$ cat src/rtl/cw_clock_pkg.sv
// cw_clock_pkg: shared time constants, key codes and repeat FSM states for the digital clock
package cw_clock_pkg;
  localparam int SEC_PER_DAY = 86400;
  localparam int SEC_PER_HOUR = 3600;
  localparam int SEC_PER_MIN = 60;
  typedef enum logic [1:0] {KEY_NONE = 2'b00, KEY_HOUR = 2'b01, KEY_MIN = 2'b10, KEY_CLR = 2'b11} key_t;
  typedef enum logic [1:0] {IDLE, HOLD, RPT} rpt_state_t;
endpackage

$ cat src/rtl/cw_key_repeat.sv
// cw_key_repeat: synchronizes the adjust button and emits hold-to-repeat step pulses in set mode
module cw_key_repeat
  import cw_clock_pkg::*;
#(
  parameter int RPT_DLY = 5,
  parameter int RPT_PER = 2
) (
  input  logic clk,
  input  logic rst_n,
  input  logic sw,
  input  logic btn,
  output logic step
);
  localparam logic [7:0] DLY_END = 8'(RPT_DLY - 1);
  localparam logic [7:0] PER_END = 8'(RPT_PER - 1);
  logic s1, btn_s;
  logic [7:0] rcnt, rcnt_n;
  rpt_state_t st, nxt;
  always_ff @(posedge clk or negedge rst_n)
    if (!rst_n) begin
      s1 <= 1'b0;
      btn_s <= 1'b0;
      st <= IDLE;
      rcnt <= '0;
    end else begin
      s1 <= btn;
      btn_s <= s1;
      st <= nxt;
      rcnt <= rcnt_n;
    end
  // step is Mealy so the count updates on the edge right after btn_s is seen
  always_comb begin
    nxt = st;
    rcnt_n = rcnt;
    step = 1'b0;
    if (!sw) begin
      nxt = IDLE;
      rcnt_n = '0;
    end else
      case (st)
        IDLE: if (btn_s) begin
          step = 1'b1;
          rcnt_n = '0;
          nxt = HOLD;
        end
        HOLD: if (!btn_s) nxt = IDLE;
          else if (rcnt == DLY_END) begin
            step = 1'b1;
            rcnt_n = '0;
            nxt = RPT;
          end else rcnt_n = rcnt + 8'd1;
        RPT: if (!btn_s) nxt = IDLE;
          else if (rcnt == PER_END) begin
            step = 1'b1;
            rcnt_n = '0;
          end else rcnt_n = rcnt + 8'd1;
        default: nxt = IDLE;
      endcase
  end
endmodule

$ cat src/rtl/cw_timekeeper.sv
// cw_timekeeper: seconds-of-day counter with 1 Hz prescaler and button-driven set mode
module cw_timekeeper
  import cw_clock_pkg::*;
#(
  parameter int DIV = 10,
  parameter int SEC_MAX = 86399,
  parameter int RPT_DLY = 5,
  parameter int RPT_PER = 2
) (
  input  logic        Clk_10hz,
  input  logic        n_Global_Rst,
  input  logic        Sw,
  input  logic [1:0]  Key,
  input  logic        Adj_Btn,
  output logic [16:0] Clock_Sec_Cnt,
  output logic        Sec_Tick,
  output logic        Set_Active
);
  localparam int PW = $clog2(DIV);
  localparam logic [PW-1:0] PRE_END = PW'(DIV - 1);
  localparam logic [17:0] DAY = 18'(SEC_MAX + 1);
  logic [PW-1:0] pre;
  logic [5:0] sec_of_min;
  logic step, tick;
  logic [17:0] base, sum, adj;
  key_t k;
  cw_key_repeat #(.RPT_DLY(RPT_DLY), .RPT_PER(RPT_PER)) u_rpt (
    .clk(Clk_10hz),
    .rst_n(n_Global_Rst),
    .sw(Sw),
    .btn(Adj_Btn),
    .step(step)
  );
  always_comb begin
    k = key_t'(Key);
    tick = !Sw && pre == PRE_END;
    base = {1'b0, Clock_Sec_Cnt};
    sum = k == KEY_CLR ? base - {12'd0, sec_of_min}
        : base + (k == KEY_HOUR ? 18'(SEC_PER_HOUR) : k == KEY_MIN ? 18'(SEC_PER_MIN) : 18'd0);
    adj = sum >= DAY ? sum - DAY : sum;
  end
  // set mode holds the prescaler at 0, so steps and ticks never coincide
  always_ff @(posedge Clk_10hz or negedge n_Global_Rst)
    if (!n_Global_Rst) begin
      Clock_Sec_Cnt <= '0;
      Sec_Tick <= 1'b0;
      Set_Active <= 1'b0;
      pre <= '0;
      sec_of_min <= '0;
    end else begin
      Set_Active <= Sw;
      Sec_Tick <= tick;
      pre <= (Sw || tick) ? '0 : pre + 1'b1;
      if (step) begin
        Clock_Sec_Cnt <= adj[16:0];
        if (k == KEY_CLR) sec_of_min <= '0;
      end else if (tick) begin
        Clock_Sec_Cnt <= Clock_Sec_Cnt == 17'(SEC_MAX) ? '0 : Clock_Sec_Cnt + 17'd1;
        sec_of_min <= sec_of_min == 6'd59 ? '0 : sec_of_min + 6'd1;
      end
    end
endmodule

$ cat config.mk
export PLATFORM = sky130hd
export DESIGN_NAME = cw_timekeeper
export DESIGN_NICKNAME = d
export VERILOG_FILES = /design/src/rtl/cw_clock_pkg.sv /design/src/rtl/cw_key_repeat.sv /design/src/rtl/cw_timekeeper.sv
export SDC_FILE = /design/constraint.sdc
export NUM_CORES = 1
export LEC_CHECK = 0
export ABC_AREA = 1
export CAP_MARGIN = 10
export CELL_PAD_IN_SITES_DETAIL_PLACEMENT = 1
export CELL_PAD_IN_SITES_GLOBAL_PLACEMENT = 1
export CORE_ASPECT_RATIO = 0.5
export CORE_MARGIN = 4
export CORE_UTILIZATION = 25
export CTS_CLUSTER_DIAMETER = 40
export DETAILED_ROUTE_END_ITERATION = 10
export MAX_ROUTING_LAYER = met4
export PLACE_DENSITY = 0.57
export SLEW_MARGIN = 30
export SYNTH_ARGS = -nofsm -noshare
export SYNTH_HDL_FRONTEND = slang
export SYNTH_SLANG_ARGS = --single-unit
$ cat constraint.sdc
create_clock -name Clk_10hz -period 8 [get_ports Clk_10hz]
set_input_delay 1.6 -clock Clk_10hz [delete_from_list [all_inputs] [get_ports Clk_10hz]]
set_output_delay 1.6 -clock Clk_10hz [all_outputs]
set_load 0.1 [all_outputs]
**Word-level counts from Yosys, hierarchy flattened**

Cells that the tools add are included.
Widths: inputs -> output; s select.

- Bits in registers: 41
- Bits in latches: 0
- RAM bits: 0
- ROM bits: 0
- Bits of input ports: 6
- Word-level logic and storage cells: 74
- Memories: 0

- Add/sub/neg operators: 7
- $mul: 0
- Div/mod/pow operators: 0
- Magnitude comparators: 1
- Equal/unequal tests: 17
- Shift operators: 0
- Multiplexer cells: 32
- Bitwise operators: 0
- Reductions and logical operators: 8

Operator list:

| cell | number |
|---|---|
| $mux 17 | 4 |
| $mux 8 | 6 |
| $mux 6 | 5 |
| $pmux 8 s3 | 1 |
| $add 17x12->18 | 1 |
| $ge 18x17->1 const B | 1 |
| $mux 18 | 1 |
| $sub 17x6->18 | 1 |
| $add 17x1->17 const B | 1 |
| $eq 17x17->1 const B | 1 |
| $sub 17x17->17 const B | 1 |
| $mux 12 | 1 |
| $mux 2 | 5 |
| $ne 3x2->1 const B | 3 |
| $add 8x1->8 const B | 1 |
| $eq 8x1->1 const B | 1 |
| $eq 8x3->1 const B | 1 |
| $add 6x1->6 const B | 1 |
| $eq 2x2->1 const B | 3 |
| $eq 6x6->1 const B | 1 |
| $mux 1 | 6 |
| $pmux 2 s3 | 1 |
| $add 4x1->4 const B | 1 |
| $eq 2x1->1 const B | 2 |
| other kinds (15) | 15 |

**Logic depth before layout (Yosys ltp)**

Gate-level depths: netlist of the first run.

- Depth after elaboration: 8
- Mapped depth: 25

**By module**

From an unflattened synthesis of the first run, not the netlist that was laid out.

- Cell total of the unflattened synthesis: 622
- Area, all modules: 4072.7 µm²

By module, submodules not included:

| module | times used | cells an instance | area each (µm²) |
|---|---|---|---|
| cw_timekeeper | 1 | 514 | 3283.1 |
| cw_key_repeat | 1 | 108 | 789.5 |

**Worst setup path before layout of the first run**

Ideal clock, no wire load.

- Kind: in2reg
- From: in Key[0]
- To: reg Clock_Sec_Cnt[13]
- Arrival: 3.987 ns
- Data required time: 7.922 ns
- Slack: 3.935 ns
- Stages on the path: 22
- Path buffers: 0
- Path through: ha_1 nand2_1 inv_1 ha_1 fa_1 inv_1 nand3_1 nand3_1 nand2_1 nand2_1 nand2_1 nand2_1 inv_1 ha_1 inv_1 nand3_1 o21ai_1 xor2_1 inv_1 nand2_1 nand3_1 a21oi_1

- Word-level cells in the longest chain between the ends: 8
- Elaborated cells on any way between the ends: 11
- Classes of those cells: 2 x add/sub; 1 x order compare; 3 x eq/ne; 5 x mux

Ends and longest elaborated chain:

| element | line | RTL |
|---|---|---|
| start: declaration | cw_timekeeper.sv:13 | `input logic [1:0] Key,` |
| $eq 2x2->1 | cw_timekeeper.sv:39 | `: base + (k == KEY_HOUR ? 18'(SEC_PER_HOUR) : k == KEY_MIN ? 18'(SEC_PER_MIN) : 18'd0);` |
| $mux 6 | cw_timekeeper.sv:39 |  |
| $mux 12 | cw_timekeeper.sv:39 |  |
| $add 17x12->18 | cw_timekeeper.sv:39 |  |
| $mux 18 (*) | cw_timekeeper.sv:38 | `sum = k == KEY_CLR ? base - {12'd0, sec_of_min}` |
| $sub 17x17->17 or $ge 18x17->1 (tied branches) | cw_timekeeper.sv:40 | `adj = sum >= DAY ? sum - DAY : sum;` |
| $mux 17 (*) | cw_timekeeper.sv:40 |  |
| $mux 17 (*) | cw_timekeeper.sv:54 | `if (step) begin` |
| end signal: assignment | cw_timekeeper.sv:55 | `Clock_Sec_Cnt <= adj[16:0];` |
| end signal: assignment | cw_timekeeper.sv:58 | `Clock_Sec_Cnt <= Clock_Sec_Cnt == 17'(SEC_MAX) ? '0 : Clock_Sec_Cnt + 17'd1;` |
| end: declaration | cw_timekeeper.sv:15 | `output logic [16:0] Clock_Sec_Cnt,` |

Every way passes the cells marked *; elsewhere a longest branch is shown, timed or not.
A chain may end at the register's enable or synchronous reset.

**Final worst setup path of the first run**

Ends and elaborated chain as after synthesis.

==> impl_metrics.toml, run 1 <==
[status]
status = "complete, no violations"

[critical_path]
crit_chain = "clkdlybuf4s50_1 > inv_1 > ha_1 > ha_1 > nand2_2 > nor2_1 > nand3b_1 > nand2_1 > nand2_1 > nand2_1 > inv_1 > ha_1 > inv_1 > nand3_1 > o21ai_1 > xor2_1 > inv_1 > nand2_1 > nand3_1 > a21oi_1"
endpoint_kind = "register"
startpoint = "Key[0]"
worstPathArrival_ns = 5.20
r2r_setup_slack_ns = 4.74
criticalPathCategory = "input pin to register"
r2r-start = "Clock_Sec_Cnt[0]"
critPathCapture = "Clock_Sec_Cnt[13]"
r2r_end = "Clock_Sec_Cnt[13]"
slowest_stage = "clkdlybuf4s50_1"
start_kind = "input pin"
cpPeakStageDelay_ns = 0.54
r2r_cells = 20
cp_max_fo = 10
critPathRequiredTime_ns = 8.21

[timing]
clock_skew_ns = 0.006787
worstMarginPinSlew_ns = 0.9762
relSlewSlack_pct = 34.72
finalSetupViolations = 0
drv_slew = 0
rsz0062_at_grt = "no"
finalHoldViolCount = 0
post-route-min-period_ns = 4.988
fin_crit_sh_pct = 62.35
tns_ns = 0
clock.fmax_mhz = 200.5

[clock_tree]
cts_resized = 0
clk_pin_slew_ns = 0.07
cts_max_level = 2
cts_tree = "done"
cts-buffers-inserted = 5
postCtsSetupRepairBufs = 0
clock-sinks = 41
cts-root-buf = "clkbuf_16"
postCtsHoldBufs = 0
clkLatencyLatePin_ns = 0.29
cts_buffer_depth = 2

[yosys]
async_reset_ff_share_pct = 100.0
synth_top_family_by_area = "simple AND/OR/NAND/NOR gates"
syn-num-nets = 688
synth_seq_cells = 41
yosysWarningCount = 0
yosys-mux-area-fraction_pct = 0.2339
synth-simple-area-share_pct = 40.29
netlist_area_sq_um = 4279
synth_area_per_cell_sq_um = 6.624
synthFlopType = "dfrtp_1"
seq_area_frac_synth_pct = 23.98
synth_xor_area_share_pct = 4.912
synth_edf_count = 0
synth_fa_ha_area_share_pct = 10.70
yosysUniqueCellTypes = 43
synth_compound_area_share_pct = 10.09
synthCells = 646

[worst_hold_path]
hp-start = "u_rpt.s1"
hold_class = "register to register"

[placement]
portBuffers = 24
dpl.hpwl_mm = 10.90
gp_congestion = 0.8239

[detailed_routing]
via_per_inst = 4.545
drt_drc_violations_left = 0
wl_per_cell_um = 14.64
num_vias = 4095
wl_mm = 13.20
drt_iter0_markers = 157
drt_pass1_iterations = 4
postRouteAntennaNets = 0

[die]
start_util_pct = 25.84
core_area_sq_um = 16560
rows = 33
die_x_um = 193.0
boundaryPins = 25
dieArea_sq_um = 19400
die_height_um = 100.5

[cells_and_area]
final_nets = 715
drive_gt1_share_pct = 9.496
finish.utilization_pct = 29.77
n_antenna_cell = 0
area_growth_syn_to_layout_pct = 15.18

[run]
cap_violations = 0

[global_routing]
antenna_found_initial = 0
gr-total-overflow = 0
grt_usage_pct = 14.56
grt_pass1_wl_mm = 22.08
grt_pass1_vias = 4230
grt_max_degree = 42
[routing by layer]
metal,share of wire (%),GRT usage [%]
met5,0,-
met4,0.30,1.305
met3,1.7,1.765
met2,46,24.09
met1,52,20.06
[cell usage in the layout, fill, tap and decap left out, drive strengths merged, types with 22 or more instances in the layout]
cell	instances
a21oi	30
clkdlybuf4s50	23
dfrtp	41
ha	35
inv	104
nand2	198
nand3	54
nand4	22
nor2	67
o21ai	22
[stage by stage]
stage,std cells,cell area (sq um),setup WS (ns),hold slack [ns]
final,901,4928,3.012,0.3602
after detailed placement,893,4776,2.738,0.3495
after global placement,893,4773,2.753,0.3388
after CTS,901,4928,3.027,0.3652
after global routing,901,4928,2.724,0.3891
after floorplan,646,4279,3.935,0.3312
[synthesized netlist by cell type (8+ instances only)]
| cell type | instances | area, sq um |
|---|---|---|
| nor3_1 | 8 | 40.04 |
| xor2_1 | 17 | 148.9 |
| dfrtp_1 | 41 | 1026 |
| nand2_1 | 170 | 638.1 |
| nand2_2 | 24 | 150.1 |
| nor2_1 | 63 | 236.5 |
| inv_1 | 97 | 364.1 |
| ha_1 | 35 | 437.9 |
| o21ai_0 | 21 | 105.1 |
| nand3_1 | 49 | 245.2 |
| a21oi_1 | 24 | 120.1 |
| nand4_1 | 22 | 137.6 |
[worst max-delay path, delay by kind of cell]
| kind | cells | cell delay (ns) |
|---|---|---|
| simple gates | 9 | 1.03 |
| compound gates | 2 | 0.36 |
| fa+ha+maj | 3 | 1.17 |
| buf+inv | 5 | 0.85 |
| xor+xnor | 1 | 0.19 |
[flip-flops by register name, indices dropped and copies added, names as in the netlist]
register,cells
u_rpt.btn_s,1
u_rpt.st,2
Set_Active,1
u_rpt.s1,1
u_rpt.rcnt,8
sec_of_min,6
Clock_Sec_Cnt,17
pre,4
Sec_Tick,1
[worst min-delay path by stage]
stage               slack [ns]  cells after the start           to
floorplan                 0.33                      0  u_rpt.btn_s
global placement          0.34                      0  u_rpt.btn_s
detailed placement        0.35                      0  u_rpt.btn_s
CTS                       0.37                      0  u_rpt.btn_s
global route              0.39                      0  u_rpt.btn_s
finish                    0.36                      0  u_rpt.btn_s
[kinds of logic (layout without fill, tap and decap cells)]
kind of cell               count (synthesis)  after routing
buffers and inverters                    109            137
muxes                                      1              1
AOI/OAI and AO/OA                         70             70
DFF                                       41             41
and+or+nand+nor                          365            365
xor gates and xnor gates                  24             24
adders and majority gates                 36             36
[layout make-up]
type / count / area [sq um]
fill: 2105 / 11630
sequential: 41 / 1026
clock buffer: 6 / 138.9
timing repair buffer: 24 / 237.7
tap: 227 / 284.0
multi-input combinational: 496 / 2834
inverter: 105 / 394.1
clock inverter: 2 / 13.76
Power of run 1 is not shown: default switching activity piles up to over one toggle a cycle in this logic, so the estimate is an artifact.
==> run 2, diff against run 1 <==
==> constraint.sdc (replaced) <==
create_clock -name Clk_10hz -period 4.95 [get_ports Clk_10hz]
set_input_delay 0.99 -clock Clk_10hz [delete_from_list [all_inputs] [get_ports Clk_10hz]]
set_output_delay 0.99 -clock Clk_10hz [all_outputs]
set_load 0.1 [all_outputs]
==> run 2 against run 1 <==
Register-to-register slack worse by 3.1 ns. Die area stayed put. Critical path depth is 3 higher. Sequential cell count stayed put. Non-clock buffer count is 1 higher. First-iteration DRC count is 23% higher. Via count is 1.1% higher. Core utilization hardly changed. Routed wire length is 0.92% higher. Cell count is 0.11% higher. Global-route usage is 0.34 points higher. Critical path type unchanged.
==> impl_metrics.toml, run 2 (synthesis gave the netlist of run 1 again) <==
[detailed_routing]
wl_per_cell_um = 14.76
drt_iter0_markers = 193
drt_pass1_iterations = 4
drt_drc_violations_left = 0
num_vias = 4142
wl_mm = 13.32
postRouteAntennaNets = 0
via_per_inst = 4.592

[timing]
post-route-min-period_ns = 4.360
finalSetupViolations = 0
fin_crit_sh_pct = 88.07
rsz0062_at_grt = "no"
drv_slew = 0
clock.fmax_mhz = 229.4
tns_ns = 0
finalHoldViolCount = 0
worstMarginPinSlew_ns = 0.9809
clock_skew_ns = 0.009509
relSlewSlack_pct = 34.40

[cells_and_area]
area_growth_syn_to_layout_pct = 15.35
drive_gt1_share_pct = 9.630
multiInputGateArea_sq_um = 2834
top_register = "Clock_Sec_Cnt"
final_nets = 716
fillCellCount = 2059
final_common_cell = "nand2_1"
top_regs = "Clock_Sec_Cnt (17), u_rpt.rcnt (8), sec_of_min (6)"
seqCellArea_sq_um = 1026
final_cell_mix = "nand2_1 (170), inv_1 (97), nor2_1 (63)"
largest_reg_flops = 17
n_antenna_cell = 0
final-instance-count-excl-fill = 902

[die]
start_util_pct = 25.84
rows = 33
core_area_sq_um = 16560
die_height_um = 100.5
die_x_um = 193.0
boundaryPins = 25
dieArea_sq_um = 19400

[critical_path]
startpoint = "Key[1]"
r2r_cells = 21
r2r-start = "sec_of_min[0]"
r2r_setup_slack_ns = 1.66
criticalPathCategory = "input pin to register"
critPathRequiredTime_ns = 5.17
critPathCapture = "Clock_Sec_Cnt[13]"
start_kind = "input pin"
cp_max_fo = 5
worstPathArrival_ns = 4.58
endpoint_kind = "register"
r2r_end = "Clock_Sec_Cnt[13]"

[global_routing]
grt_pass1_vias = 4306
grt_max_degree = 42
antenna_found_initial = 0
grt_pass1_wl_mm = 22.67
grt_usage_pct = 14.90
gr-total-overflow = 0

[placement]
gp_congestion = 0.7954
dpl.hpwl_mm = 11.04
portBuffers = 24
place_inst = 894

[clock_tree]
cts_resized = 0
clk_pin_slew_ns = 0.06
postCtsHoldBufs = 0
postCtsSetupRepairBufs = 0
clock-sinks = 41
cts_max_level = 2
cts-buffers-inserted = 5
clkLatencyLatePin_ns = 0.29
cts_tree = "done"
cts-root-buf = "clkbuf_16"
cts_buffer_depth = 2

[run]
cap_violations = 0

[worst_hold_path]
hold_depth = 0
hp-start = "u_rpt.s1"
hold_class = "register to register"

[status]
status = "complete, no violations"
## run 2: cell count changes in the layout (fill, tap and decap cells not counted)
cell   delta
buf_4     +1
## run 2: layer usage
layer	vias to the layer above	GRT usage (%)	wire [um]
met4	0	2.229	126
met1	1968	20.57	6901
met5	-	-	0
met3	11	1.903	208
li1	2139	-	-
met2	24	24.09	6081
## run 2: per-stage QoR
step | hold WS (ns) | cell area (sq um) | utilization (%) | setup WS (ns)
global placement | 0.3414 | 4781 | 28.87 | 0.3344
floorplan | 0.3312 | 4279 | - | 1.495
finish | 0.3687 | 4936 | 29.81 | 0.5905
global route | 0.3846 | 4936 | 29.81 | 0.2199
detailed placement | 0.3535 | 4783 | 28.89 | 0.2751
CTS | 0.3688 | 4936 | 29.81 | 0.5693
## run 2: how the worst min path moves through the flow
stage	endpoint
finish	u_rpt.btn_s
global route	u_rpt.btn_s
detailed placement	u_rpt.btn_s
CTS	u_rpt.btn_s
global placement	u_rpt.btn_s
floorplan	u_rpt.btn_s
## run 2: area by class of cell
type	count	share of cell area [%]
clock buffers	6	2.814
clock inverters	2	0.2788
inverters	105	7.985
multi-input cells	496	57.41
flip-flops and latches	41	20.79
well taps	227	5.754
repair buffers	25	4.968
## run 2: critical path: stages
cell	delay (ns)
clkdlybuf4s50_1	0.51
ha_1	0.30
nand2_1	0.08
inv_1	0.04
ha_1	0.22
fa_1	0.41
inv_1	0.11
nand3_1	0.07
nand3_1	0.16
nand2_1	0.10
nand2_1	0.11
nand2_1	0.06
nand2_1	0.12
inv_1	0.07
ha_1	0.21
inv_1	0.06
nand3_1	0.17
o21ai_1	0.22
xor2_1	0.16
inv_1	0.05
nand2_1	0.05
nand3_1	0.11
a21oi_1	0.17
Power of run 2 is left out for the same reason.
==> run 3, diff against run 2 <==
--- a/config.mk
+++ b/config.mk
@@ -15,8 +15,9 @@
 export CTS_CLUSTER_DIAMETER = 40
 export DETAILED_ROUTE_END_ITERATION = 10
 export MAX_ROUTING_LAYER = met4
-export PLACE_DENSITY = 0.57
+export PLACE_DENSITY = 0.58
 export SLEW_MARGIN = 30
 export SYNTH_ARGS = -nofsm -noshare
 export SYNTH_HDL_FRONTEND = slang
+export SYNTH_HIERARCHICAL = 1
 export SYNTH_SLANG_ARGS = --single-unit
==> run 3 against run 2 <==
Clock skew fell by 0.0013 ns. Core utilization is 0.18 points higher. Setup slack lost 0.025 ns. Routed wire length shrank 8.3%. Synthesized cell count down 3.7%. Sequential share of layout area up 1.0 points. Critical path type unchanged.
==> impl_metrics.toml, run 3 <==
[die]
start_util_pct = 25.95
die_x_um = 188.5
rows = 32
boundaryPins = 25
dieArea_sq_um = 18520
die_height_um = 98.25
core_area_sq_um = 15700

[worst_hold_path]
hold_class = "register to register"
hold_depth = 0

[detailed_routing]
wl_mm = 12.21
drt_iter0_markers = 139
via_per_inst = 4.544
postRouteAntennaNets = 0
num_vias = 3958
drt_pass1_iterations = 4
wl_per_cell_um = 14.02
drt_drc_violations_left = 0

[pwr]
switchingPower_w = 0.001981
internal-power_w = 0.001323
netSwitchingFraction_pct = 59.95
clock_power_share_pct = 10.4
ir_drop_mv = 0.1694
leakage_nw = 2.335
pwr-share-comb_pct = 72.5
power_per_cell_area_nw_per_um2 = 702.0
power_frac_seq_pct = 17.1

[global_routing]
grt_pass1_vias = 4043
grt_max_degree = 42
grt_pass1_wl_mm = 20.73
antenna_found_initial = 0
grt_usage_pct = 13.97
gr-total-overflow = 0

[yosys]
synth_top_family_by_area = "simple AND/OR/NAND/NOR gates"
synth-simple-area-share_pct = 36.47
synth.most_common_cell = "nand2_1"
synthCells = 622
synth_xor_area_share_pct = 3.840
seq_area_frac_synth_pct = 25.19
synth_top_area_share_pct = 25.19
yosys-mux-area-fraction_pct = 0
synthTopCellsByArea = "dfrtp_1 (25%), nand2_1 (17%), ha_1 (10%)"
synth_compound_area_share_pct = 12.75
synth_area_per_cell_sq_um = 6.548
syn-num-nets = 663
synth_edf_count = 0
netlist_area_sq_um = 4073
synth_common_cells = "nand2_1 (183), inv_1 (102), nor2_1 (48), dfrtp_1 (41), nand3_1 (40)"
synthFlopType = "dfrtp_1"
async_reset_ff_share_pct = 100.0
synth_area_leader_cell = "dfrtp_1"
synth_fa_ha_area_share_pct = 10.94
synth_seq_cells = 41
yosysUniqueCellTypes = 48
yosysWarningCount = 6

[timing]
rsz0062_at_grt = "no"
whs_ns = 0.3485
tns_ns = 0
drv_slew = 0
post-route-min-period_ns = 4.385
finalSetupViolations = 0
clock_skew_ns = 0.008234
fin_crit_sh_pct = 88.58
finalHoldViolCount = 0
clock.fmax_mhz = 228.1
relSlewSlack_pct = 31.89
finalWorstSetupSlack_ns = 0.5653
worstMarginPinSlew_ns = 1.018

[cells_and_area]
n_antenna_cell = 0
area_growth_syn_to_layout_pct = 15.58
final-instance-count-excl-fill = 871
largest_reg_flops = 17
top_regs = "Clock_Sec_Cnt (17), u_rpt/rcnt (8), sec_of_min (6)"
finish.utilization_pct = 29.99
final_nets = 691
final_cell_mix = "nand2_1 (183), inv_1 (102), nor2_1 (48)"
top_register = "Clock_Sec_Cnt"
drive_gt1_share_pct = 8.000
final_common_cell = "nand2_1"

[clock_tree]
clk_pin_slew_ns = 0.06
cts-buffers-inserted = 5
cts_resized = 0
postCtsHoldBufs = 0
clkLatencyLatePin_ns = 0.29
clock-sinks = 41
cts_max_level = 2
postCtsSetupRepairBufs = 0
cts-root-buf = "clkbuf_16"
cts_tree = "done"
cts_buffer_depth = 2

[critical_path]
cp_common_cell = "nand2_1"
crit_chain = "clkdlybuf4s50_1 > inv_1 > ha_1 > or2_2 > o21ai_0 > ha_1 > nand2_1 > inv_1 > nand2_1 > nand2_1 > inv_1 > nand2_1 > xnor2_1 > inv_1 > ha_1 > inv_1 > nand2_1 > o21ai_0 > nand2_1 > nand2_1 > nand3_1 > nand2_1 > o21ai_1"
critPathRequiredTime_ns = 5.12
cpPeakStageDelay_ns = 0.55
r2r_cells = 17
start_kind = "input pin"
slowest_stage = "clkdlybuf4s50_1"
worstPathArrival_ns = 4.55
criticalPathCategory = "input pin to register"
cp_max_fo = 5
endpoint_kind = "register"

[placement]
gp_congestion = 0.8556
place_inst = 864
dp_worst_setup_slack_ns = 0.2489
dpl.hpwl_mm = 10.04
portBuffers = 24

[status]
status = "complete, no violations"

[run]
cap_violations = 0
run 3: cell count changes after synthesis, moves of 5 or more:
cell	delta
o21ai_1	+10
xor2_1	-7
nor2_1	-15
nand2_2	-10
o21ai_0	-5
nand2_1	+13
a21oi_1	+6
nor2_2	+5
inv_1	+5
nand3_1	-9
nand4_1	-9
run 3: cell families (layout without fill, tap and decap cells):
group | after synthesis | after routing
buffers and inverters | 112 | 140
flip-flops | 41 | 41
AO/OA/AOI/OAI | 86 | 86
XOR/XNOR | 17 | 17
AND/OR/NAND/NOR | 331 | 331
adder cells (fa/ha/maj) | 35 | 35
run 3: per-stage QoR:
stage                     cell area (sq um)  total power (W)
after floorplan                        4073         0.002411
after global placement                 4561         0.002957
after detailed placement               4561         0.002989
after CTS                              4707         0.003349
after global routing                   4707         0.003641
final                                  4707         0.003304
run 3: layout make-up:
class | count | area (sq um)
tap | 221 | 276.5
sequential | 41 | 1026
clock buffer | 6 | 138.9
multi-input combinational | 469 | 2606
inverter | 107 | 401.6
fill | 2010 | 10990
clock inverter | 1 | 7.507
timing repair buffer | 26 | 250.2
run 3: worst paths after layout:
kind                          startpoint                 to  slack, ns
hold / removal                  u_rpt/s1        u_rpt/btn_s       0.35
hold reg to reg                 u_rpt/s1        u_rpt/btn_s       0.35
setup reg to reg           sec_of_min[0]  Clock_Sec_Cnt[14]       1.80
min in group asynchronous   n_Global_Rst      u_rpt/rcnt[0]       0.77
setup / recovery                  Key[1]  Clock_Sec_Cnt[15]       0.57
max in group asynchronous   n_Global_Rst   Clock_Sec_Cnt[6]       3.79
run 3: critical path: cells and delay by family:
family          cells  cell delay [ns]
buf+inv             6             1.02
fa+ha+maj           3             0.72
xor+xnor            1             0.37
simple gates       10             1.01
compound gates      3             0.43
run 3: routing by layer:
layer / wire (um) / track usage, % / up-vias
met3: 239 / 2.000 / 4
met5: 0 / - / -
li1: - / - / 2053
met1: 6092 / 18.27 / 1881
met4: 47 / 1.511 / 0
met2: 5829 / 23.92 / 20
run 3: power groups by stage:
| stage | clock [W] | combinational [W] | sequential (W) |
|---|---|---|---|
| after floorplan | 0 | 0.00145 | 0.000966 |
| after global placement | 0 | 0.00238 | 0.000579 |
| after detailed placement | 0 | 0.00241 | 0.000581 |
| after CTS | 0.000355 | 0.00242 | 0.000575 |
| after global routing | 0.000368 | 0.00269 | 0.000586 |
| final | 0.000342 | 0.00240 | 0.000566 |
Note: power is estimated with default switching activity, not from simulation.
